## src/rtl/snn_pkg.sv

```systemverilog
// Shared types and arithmetic for the SNN timestep scheduler.
// Holds the FSM state enum, default widths and the saturating add helper.
package snn_pkg;

    localparam int DW_DEF    = 16;
    localparam int WW_DEF    = 24;
    localparam int SHIFT_DEF = 8;

    typedef enum logic [2:0] {
        ST_IDLE,
        ST_FETCH,
        ST_ACC,
        ST_EMIT,
        ST_DONE
    } sched_state_t;

    // Adds at full width, then clamps to the signed range of a dw-bit word.
    function automatic logic signed [63:0] sat_add(input logic signed [63:0] a,
                                                   input logic signed [63:0] b,
                                                   input int dw);
        logic signed [63:0] s;
        logic signed [63:0] hi;
        logic signed [63:0] lo;
        s  = a + b;
        hi = (64'sd1 <<< (dw - 1)) - 64'sd1;
        lo = -hi - 64'sd1;
        if (s > hi) return hi;
        if (s < lo) return lo;
        return s;
    endfunction

endpackage

```

## src/rtl/snn_timestep_scheduler_if.sv

```systemverilog
// Weight-ROM read port and summed-current valid/ready port of the scheduler.
// master = scheduler side, slave = ROM / neuron-update consumer side.
interface snn_timestep_scheduler_if import snn_pkg::*; #(
    parameter int DW       = DW_DEF,
    parameter int WW       = WW_DEF,
    parameter int INPUTNUM = 4,
    parameter int EXCNUM   = 2
);
    localparam int AW = (INPUTNUM * EXCNUM > 1) ? $clog2(INPUTNUM * EXCNUM) : 1;
    localparam int IW = (EXCNUM > 1) ? $clog2(EXCNUM) : 1;

    logic [AW-1:0]        w_addr;
    logic                 w_rd;
    logic signed [WW-1:0] w_data;
    logic signed [DW-1:0] sum_data;
    logic [IW-1:0]        sum_idx;
    logic                 sum_valid;
    logic                 sum_ready;

    modport master (
        output w_addr, w_rd, sum_data, sum_idx, sum_valid,
        input  w_data, sum_ready
    );

    modport slave (
        input  w_addr, w_rd, sum_data, sum_idx, sum_valid,
        output w_data, sum_ready
    );

endinterface

```

## src/rtl/snn_sat_acc.sv

```systemverilog
// Clear/add-enable saturating accumulator: sums a signed term into a DW-bit
// register, clamping to the DW signed range on every add.
module snn_sat_acc import snn_pkg::*; #(
    parameter int DW = DW_DEF,
    parameter int TW = WW_DEF
) (
    input  logic                 clk,
    input  logic                 rst_n,
    input  logic                 clr,
    input  logic                 add,
    input  logic signed [TW-1:0] term,
    output logic signed [DW-1:0] acc
);

    logic signed [63:0] acc_wide;
    logic signed [63:0] term_wide;
    logic signed [63:0] sum_wide;
    logic               unused_hi;

    assign acc_wide  = {{(64 - DW){acc[DW-1]}}, acc};
    assign term_wide = {{(64 - TW){term[TW-1]}}, term};
    assign sum_wide  = sat_add(acc_wide, term_wide, DW);
    // Upper bits are only sign copies after the clamp.
    assign unused_hi = ^sum_wide[63:DW];

    always_ff @(posedge clk or negedge rst_n) begin
        if (!rst_n) begin
            acc <= '0;
        end else if (clr) begin
            acc <= '0;
        end else if (add) begin
            acc <= sum_wide[DW-1:0];
        end
    end

endmodule

```

## src/rtl/snn_timestep_scheduler.sv

```systemverilog
// Time-multiplexed synapse scheduler: per tick, walks INPUTNUM x EXCNUM synapses
// through one saturating accumulator. Optional build macro: SNN_SCHED_ZERO_SKIP_EN.
//
//  state    | meaning
//  ---------+---------------------------------------------------------
//  ST_IDLE  | waiting for tick & en; snapshot spikes, clear acc
//  ST_FETCH | drive weight read for synapse (j,i)
//  ST_ACC   | add shifted weight if input i spiked; advance i
//  ST_EMIT  | present neuron j's sum; wait for sum_ready
//  ST_DONE  | one-cycle neuron-update strobe
module snn_timestep_scheduler import snn_pkg::*; #(
    parameter int DW       = DW_DEF,
    parameter int WW       = WW_DEF,
    parameter int INPUTNUM = 4,
    parameter int EXCNUM   = 2,
    parameter int SHIFT    = SHIFT_DEF
) (
    input  logic                clk,
    input  logic                rst,
    input  logic                en,
    input  logic                tick,
    input  logic [INPUTNUM-1:0] pre_spike,
    snn_timestep_scheduler_if.master bus,
    output logic                upd_strobe,
    output logic                busy,
    output logic                overrun
);

    localparam int AW  = (INPUTNUM * EXCNUM > 1) ? $clog2(INPUTNUM * EXCNUM) : 1;
    localparam int IBW = (INPUTNUM > 1) ? $clog2(INPUTNUM) : 1;
    localparam int JBW = (EXCNUM > 1) ? $clog2(EXCNUM) : 1;

    sched_state_t         state_q, state_d;
    logic [IBW-1:0]       i_q, i_d;
    logic [JBW-1:0]       j_q, j_d;
    logic [INPUTNUM-1:0]  snap_q, snap_d;
    logic                 overrun_q;
    logic                 acc_clr;
    logic                 acc_add;
    logic                 last_i;
    logic                 last_j;
    logic signed [WW-1:0] term;
    logic signed [DW-1:0] acc;

    assign last_i = (i_q == IBW'(INPUTNUM - 1));
    assign last_j = (j_q == JBW'(EXCNUM - 1));
    assign term   = bus.w_data >>> SHIFT;

    always_ff @(posedge clk or negedge rst) begin
        if (!rst) begin
            state_q   <= ST_IDLE;
            i_q       <= '0;
            j_q       <= '0;
            snap_q    <= '0;
            overrun_q <= 1'b0;
        end else begin
            state_q <= state_d;
            i_q     <= i_d;
            j_q     <= j_d;
            snap_q  <= snap_d;
            if (en && tick && (state_q != ST_IDLE)) begin
                overrun_q <= 1'b1;
            end
        end
    end

    always_comb begin
        state_d = state_q;
        i_d     = i_q;
        j_d     = j_q;
        snap_d  = snap_q;
        acc_clr = 1'b0;
        acc_add = 1'b0;
        if (en) begin
            case (state_q)
                ST_IDLE: begin
                    if (tick) begin
                        snap_d  = pre_spike;
                        acc_clr = 1'b1;
                        i_d     = '0;
                        j_d     = '0;
                        state_d = ST_FETCH;
                    end
                end
                ST_FETCH: begin
`ifdef SNN_SCHED_ZERO_SKIP_EN
                    // Silent inputs cost one scan cycle and no ROM access.
                    if (!snap_q[i_q]) begin
                        if (last_i) begin
                            state_d = ST_EMIT;
                        end else begin
                            i_d = i_q + 1'b1;
                        end
                    end else begin
                        state_d = ST_ACC;
                    end
`else
                    state_d = ST_ACC;
`endif
                end
                ST_ACC: begin
                    acc_add = snap_q[i_q];
                    if (last_i) begin
                        state_d = ST_EMIT;
                    end else begin
                        i_d     = i_q + 1'b1;
                        state_d = ST_FETCH;
                    end
                end
                ST_EMIT: begin
                    if (bus.sum_ready) begin
                        if (last_j) begin
                            state_d = ST_DONE;
                        end else begin
                            j_d     = j_q + 1'b1;
                            i_d     = '0;
                            acc_clr = 1'b1;
                            state_d = ST_FETCH;
                        end
                    end
                end
                ST_DONE: begin
                    state_d = ST_IDLE;
                end
                default: begin
                    state_d = ST_IDLE;
                end
            endcase
        end
    end

    snn_sat_acc #(
        .DW (DW),
        .TW (WW)
    ) u_acc (
        .clk   (clk),
        .rst_n (rst),
        .clr   (acc_clr),
        .add   (acc_add),
        .term  (term),
        .acc   (acc)
    );

`ifdef SNN_SCHED_ZERO_SKIP_EN
    assign bus.w_rd = (state_q == ST_FETCH) && snap_q[i_q];
`else
    assign bus.w_rd = (state_q == ST_FETCH);
`endif
    assign bus.w_addr    = AW'(int'(j_q) * INPUTNUM + int'(i_q));
    assign bus.sum_valid = (state_q == ST_EMIT);
    assign bus.sum_data  = acc;
    assign bus.sum_idx   = j_q;
    assign upd_strobe    = (state_q == ST_DONE);
    assign busy          = (state_q != ST_IDLE);
    assign overrun       = overrun_q;

endmodule

```

## src/flat_wrapper.sv

```systemverilog
// flat-port wrapper written by rule: the top's interface ports become plain ports
module snn_timestep_scheduler_flat import snn_pkg::*;
#(
    parameter int DW       = DW_DEF,
    parameter int WW       = WW_DEF,
    parameter int INPUTNUM = 4,
    parameter int EXCNUM   = 2,
    parameter int SHIFT    = SHIFT_DEF
)
  (clk, rst, en, tick, pre_spike, upd_strobe, busy, overrun, bus_w_addr, bus_w_rd, bus_sum_data, bus_sum_idx, bus_sum_valid, bus_w_data, bus_sum_ready);
  snn_timestep_scheduler_if #(.DW(DW), .WW(WW), .INPUTNUM(INPUTNUM), .EXCNUM(EXCNUM)) bus_i ();
  input  logic clk;
  input  logic rst;
  input  logic en;
  input  logic tick;
  input  logic [INPUTNUM-1:0] pre_spike;
  output logic upd_strobe;
  output logic busy;
  output logic overrun;
  output wire logic [$bits(bus_i.w_addr)-1:0] bus_w_addr;
  output wire logic [$bits(bus_i.w_rd)-1:0] bus_w_rd;
  output wire logic [$bits(bus_i.sum_data)-1:0] bus_sum_data;
  output wire logic [$bits(bus_i.sum_idx)-1:0] bus_sum_idx;
  output wire logic [$bits(bus_i.sum_valid)-1:0] bus_sum_valid;
  input wire logic [$bits(bus_i.w_data)-1:0] bus_w_data;
  input wire logic [$bits(bus_i.sum_ready)-1:0] bus_sum_ready;
  assign bus_w_addr = bus_i.w_addr;
  assign bus_w_rd = bus_i.w_rd;
  assign bus_sum_data = bus_i.sum_data;
  assign bus_sum_idx = bus_i.sum_idx;
  assign bus_sum_valid = bus_i.sum_valid;
  assign bus_i.w_data = bus_w_data;
  assign bus_i.sum_ready = bus_sum_ready;
  snn_timestep_scheduler #(.DW(DW), .WW(WW), .INPUTNUM(INPUTNUM), .EXCNUM(EXCNUM), .SHIFT(SHIFT)) u_core (.clk(clk), .rst(rst), .en(en), .tick(tick), .pre_spike(pre_spike), .bus(bus_i), .upd_strobe(upd_strobe), .busy(busy), .overrun(overrun));
endmodule
```

## config.mk

```make
export PLATFORM = sky130hd
export DESIGN_NAME = snn_timestep_scheduler_flat
export DESIGN_NICKNAME = d
export VERILOG_FILES = /design/src/rtl/snn_pkg.sv /design/src/rtl/snn_timestep_scheduler_if.sv /design/src/rtl/snn_sat_acc.sv /design/src/rtl/snn_timestep_scheduler.sv /design/src/flat_wrapper.sv
export SDC_FILE = /design/constraint.sdc
export NUM_CORES = 1
export LEC_CHECK = 0
export CELL_PAD_IN_SITES_DETAIL_PLACEMENT = 1
export CELL_PAD_IN_SITES_GLOBAL_PLACEMENT = 1
export CORE_ASPECT_RATIO = 1.25
export CORE_MARGIN = 5
export CORE_UTILIZATION = 42
export DETAILED_ROUTE_END_ITERATION = 16
export GPL_TIMING_DRIVEN = 0
export PLACE_DENSITY = 0.86
export REMOVE_ABC_BUFFERS = 1
export SLEW_MARGIN = 30
export SYNTH_ARGS = -nofsm -noshare
export SYNTH_HDL_FRONTEND = slang
export SYNTH_HIERARCHICAL = 1
export SYNTH_SLANG_ARGS = --single-unit
```

## constraint.sdc

```tcl
create_clock -name clk -period 5.15 [get_ports clk]
set_input_delay 1.545 -clock clk [delete_from_list [all_inputs] [get_ports clk]]
set_output_delay 1.545 -clock clk [all_outputs]
set_load 0.01 [all_outputs]
```

==> impl_metrics.env <==
export IMPL_min_path_cells=1
export IMPL_seq_power_share_pct=20.2
export IMPL_holdBufCountCts=0
export IMPL_vias_per_cell=6.07
export IMPL_routedWlPerCell_um=18.7
export IMPL_use_met2_pct=36.5
export IMPL_place_congestion=0.884
export IMPL_die_x_um=82.6
export IMPL_grt_usage_pct=20.1
export IMPL_worst_pin_slew_ns=0.800
export IMPL_cts_resized=0
export IMPL_finalMaxSlewViolations=0
export IMPL_ys_warnings_count=6
export IMPL_num_nets_final=410
export IMPL_r2r_cells=10
export IMPL_first_iter_violations=107
export IMPL_netlist_top_cells_count="31 x nand2_1, 27 x dfrtp_1, 25 x ha_1, 25 x nor2_1, 22 x a21oi_1"
export IMPL_ys_types=62
export IMPL_p_clk_share_pct=6.3
export IMPL_post_cts_setup_buffer_count=0
export IMPL_synth_top_cell_by_area="dfrtp_1"
export IMPL_placed_area_mm2=0.00327
export IMPL_r2r_start="u_core/u_acc/acc[15]"
export IMPL_die_h_um=101
export IMPL_io_pins=58
export IMPL_rows=33
export IMPL_min_to="u_core/overrun"
export IMPL_clk_pin_slew_ns=0.10
export IMPL_synth_top_cell_area_share_pct=24.4
export IMPL_internal_power_mw=1.08
export IMPL_initial_utilization_pct=42.6
export IMPL_utilization_pct=51.2
export IMPL_finalWorstSetupSlack_ns=0.373
export IMPL_fin_area_mm2=0.00332
export IMPL_comb_power_share_pct=73.5
export IMPL_r2r_slack_ns=1.73
export IMPL_arrival_ns=5.00
export IMPL_hold_slack_ns=0.480
export IMPL_cts_tree="yes"
export IMPL_status="completed"
export IMPL_antenna_found_initial=0
export IMPL_synth_edf_count=0
export IMPL_clkLatencyLatePin_ns=0.29
export IMPL_use_met1_pct=23.3
export IMPL_hold_path_class="reg -> reg"
export IMPL_syn_cell_area_mm2=0.00276
export IMPL_p_sw_mw=1.06
export IMPL_critPathMaxFanout=13
export IMPL_path_class="in -> reg"
export IMPL_drt_total_wl_um=8170
export IMPL_drive_gt1_share_pct=8.86
export IMPL_timing_final_crit_share_pct=92.8
export IMPL_netlist_instances=311
export IMPL_synth_seq_cells=27
export IMPL_area_delta_synth_final_pct=20.1
export IMPL_post_synth_cell_area_avg_um2=8.89
export IMPL_worst_setup_path_start_kind="primary input"
export IMPL_antenna_left=0
export IMPL_r2r_end="u_core/u_acc/acc[2]"
export IMPL_pre_cts_ws_ns=0.192
export IMPL_finalHoldViolCount=0
export IMPL_leakagePower_nw=1.46
export IMPL_tns_ns=0
export IMPL_grt_max_degree=28
export IMPL_top_usage_layer="met2"
export IMPL_die_area_mm2=0.00831
export IMPL_rsz0062_at_grt="no"
export IMPL_irDropWorstVdd_mv=0.240
export IMPL_slew_headroom_pct=46.5
export IMPL_fin_skew_ns=0.0125
export IMPL_ys_seq_area_share_pct=24.4
export IMPL_max_cap_violations=0
export IMPL_crit_required_ns=5.37
export IMPL_max_freq_ghz=0.209
export IMPL_core_mm2=0.00648
export IMPL_powerDensity_mw_per_mm2=645
export IMPL_cts_buffers=3
export IMPL_route_detailed_drc=0
export IMPL_hp_start="u_core/overrun"
export IMPL_synthTopCellsByArea="dfrtp_1 24%, ha_1 11%, a221o_1 5.4%"
export IMPL_grtUsageMet3_pct=1.97
export IMPL_port_buffers=49
export IMPL_num_vias=2652
export IMPL_htree_levels=1
export IMPL_hpwl_um=6410
export IMPL_cts_sinks=27
export IMPL_clockRootBuffer="clkbuf_8"
export IMPL_swShare_pct=49.6
export IMPL_period_needed_ns=4.78
export IMPL_synthArstFlopShare_pct=100
export IMPL_post_synth_top_count_cell="nand2_1"
export IMPL_grt_pass1_wl_um=13200
export IMPL_setup_viol=0
export IMPL_grt_pass1_vias=2826
export IMPL_cts_max_path_buffers=2
export IMPL_end_kind="register"
export IMPL_ys_flop_type="dfrtp_1"
export IMPL_drt_first_pass_iters=4
export IMPL_grt_ovfl_total=0
export IMPL_diodes=0
per-layer routing:
layer  vias up  wire [µm]  part of all wire [%]
li1       1259          -                     -
met1      1327       3480                    43
met2        49       4210                    52
met3        17        219                   2.7
met4         0        256                   3.1
met5         -          0                     0
state kept, by name, summed over array words and instances, names as in the netlist:
register            flops
u_core/u_acc/acc       16
u_core/snap_q           4
u_core/overrun          1
u_core/bus.sum_idx      1
u_core/i_q              2
u_core/state_q          3
worst max-delay path, stage by stage:
cell and delay, ns:
clkdlybuf4s50_1 0.61, ha_1 0.54, nand2_1 0.14, o21ai_1 0.28
nor2b_1 0.14, a221o_1 0.32, a311oi_2 0.30, nor2_1 0.06
and4_1 0.23, a31oi_2 0.60, a221o_1 0.22
worst max path at each step:
stage | startpoint | slack, ns | cells after the start | to
final | bus_w_data[23] | 0.37 | 11 | u_core/u_acc/acc[2]
after global routing | bus_w_data[23] | 0.21 | 11 | u_core/u_acc/acc[2]
after CTS | bus_w_data[23] | 0.44 | 11 | u_core/u_acc/acc[2]
after detailed placement | bus_w_data[23] | 0.19 | 11 | u_core/u_acc/acc[5]
after global placement | bus_w_data[23] | -0.08 | 11 | u_core/u_acc/acc[14]
after floorplan | bus_w_data[18] | 1.10 | 10 | u_core/u_acc/acc[10]
power by group through the flow:
stage / clock network [mW] / registers, mW / logic [mW]
2_1_floorplan: 0 / 0.439 / 1.05
3_3_place_gp: 0 / 0.426 / 1.48
3_5_place_dp: 0 / 0.436 / 1.55
4_1_cts: 0.139 / 0.434 / 1.56
5_1_grt: 0.144 / 0.450 / 1.71
6_report: 0.134 / 0.432 / 1.57
per-stage QoR:
stage	power (mW)	std cells
3_5_place_dp	1.98	433
4_1_cts	2.14	437
2_1_floorplan	1.49	297
3_3_place_gp	1.91	433
6_report	2.14	437
5_1_grt	2.30	437
kinds of logic (layout without fill, tap and decap cells):
family	after synthesis	after routing	synth area share (%)
AO/OA/AOI/OAI	103	103	29.0
XOR/XNOR	18	18	5.70
adder cells (fa/ha/maj)	26	26	12.0
buffers and inverters	24	63	4.80
flip-flops	27	27	24.4
multiplexers	11	11	5.25
AND/OR/NAND/NOR	102	102	18.7
layout by cell type, fill, tap and decap left out, drive strengths merged, types with 5 or more instances in the layout:
cell type / Yosys / final
clkdlybuf4s50: 0 / 48
nand2: 31 / 31
dfrtp: 27 / 27
nor2: 26 / 26
ha: 25 / 25
a21oi: 25 / 25
a221o: 15 / 15
o21ai: 15 / 15
xor2: 11 / 11
inv: 10 / 10
nand4: 9 / 9
nand3: 8 / 8
xnor2: 7 / 7
nor2b: 6 / 6
a211o: 6 / 6
mux2: 6 / 6
o21bai: 5 / 5
cell type report:
type	instances	area [µm²]
Sequential cell	27	676
Clock buffer	3	41.3
Multi-Input combinational cell	260	1960
Timing Repair Buffer	49	485
Fill cell	801	3160
Tap cell	87	109
Inverter	10	37.5
Clock inverter	1	7.51
(Power assumes the default switching activity.)
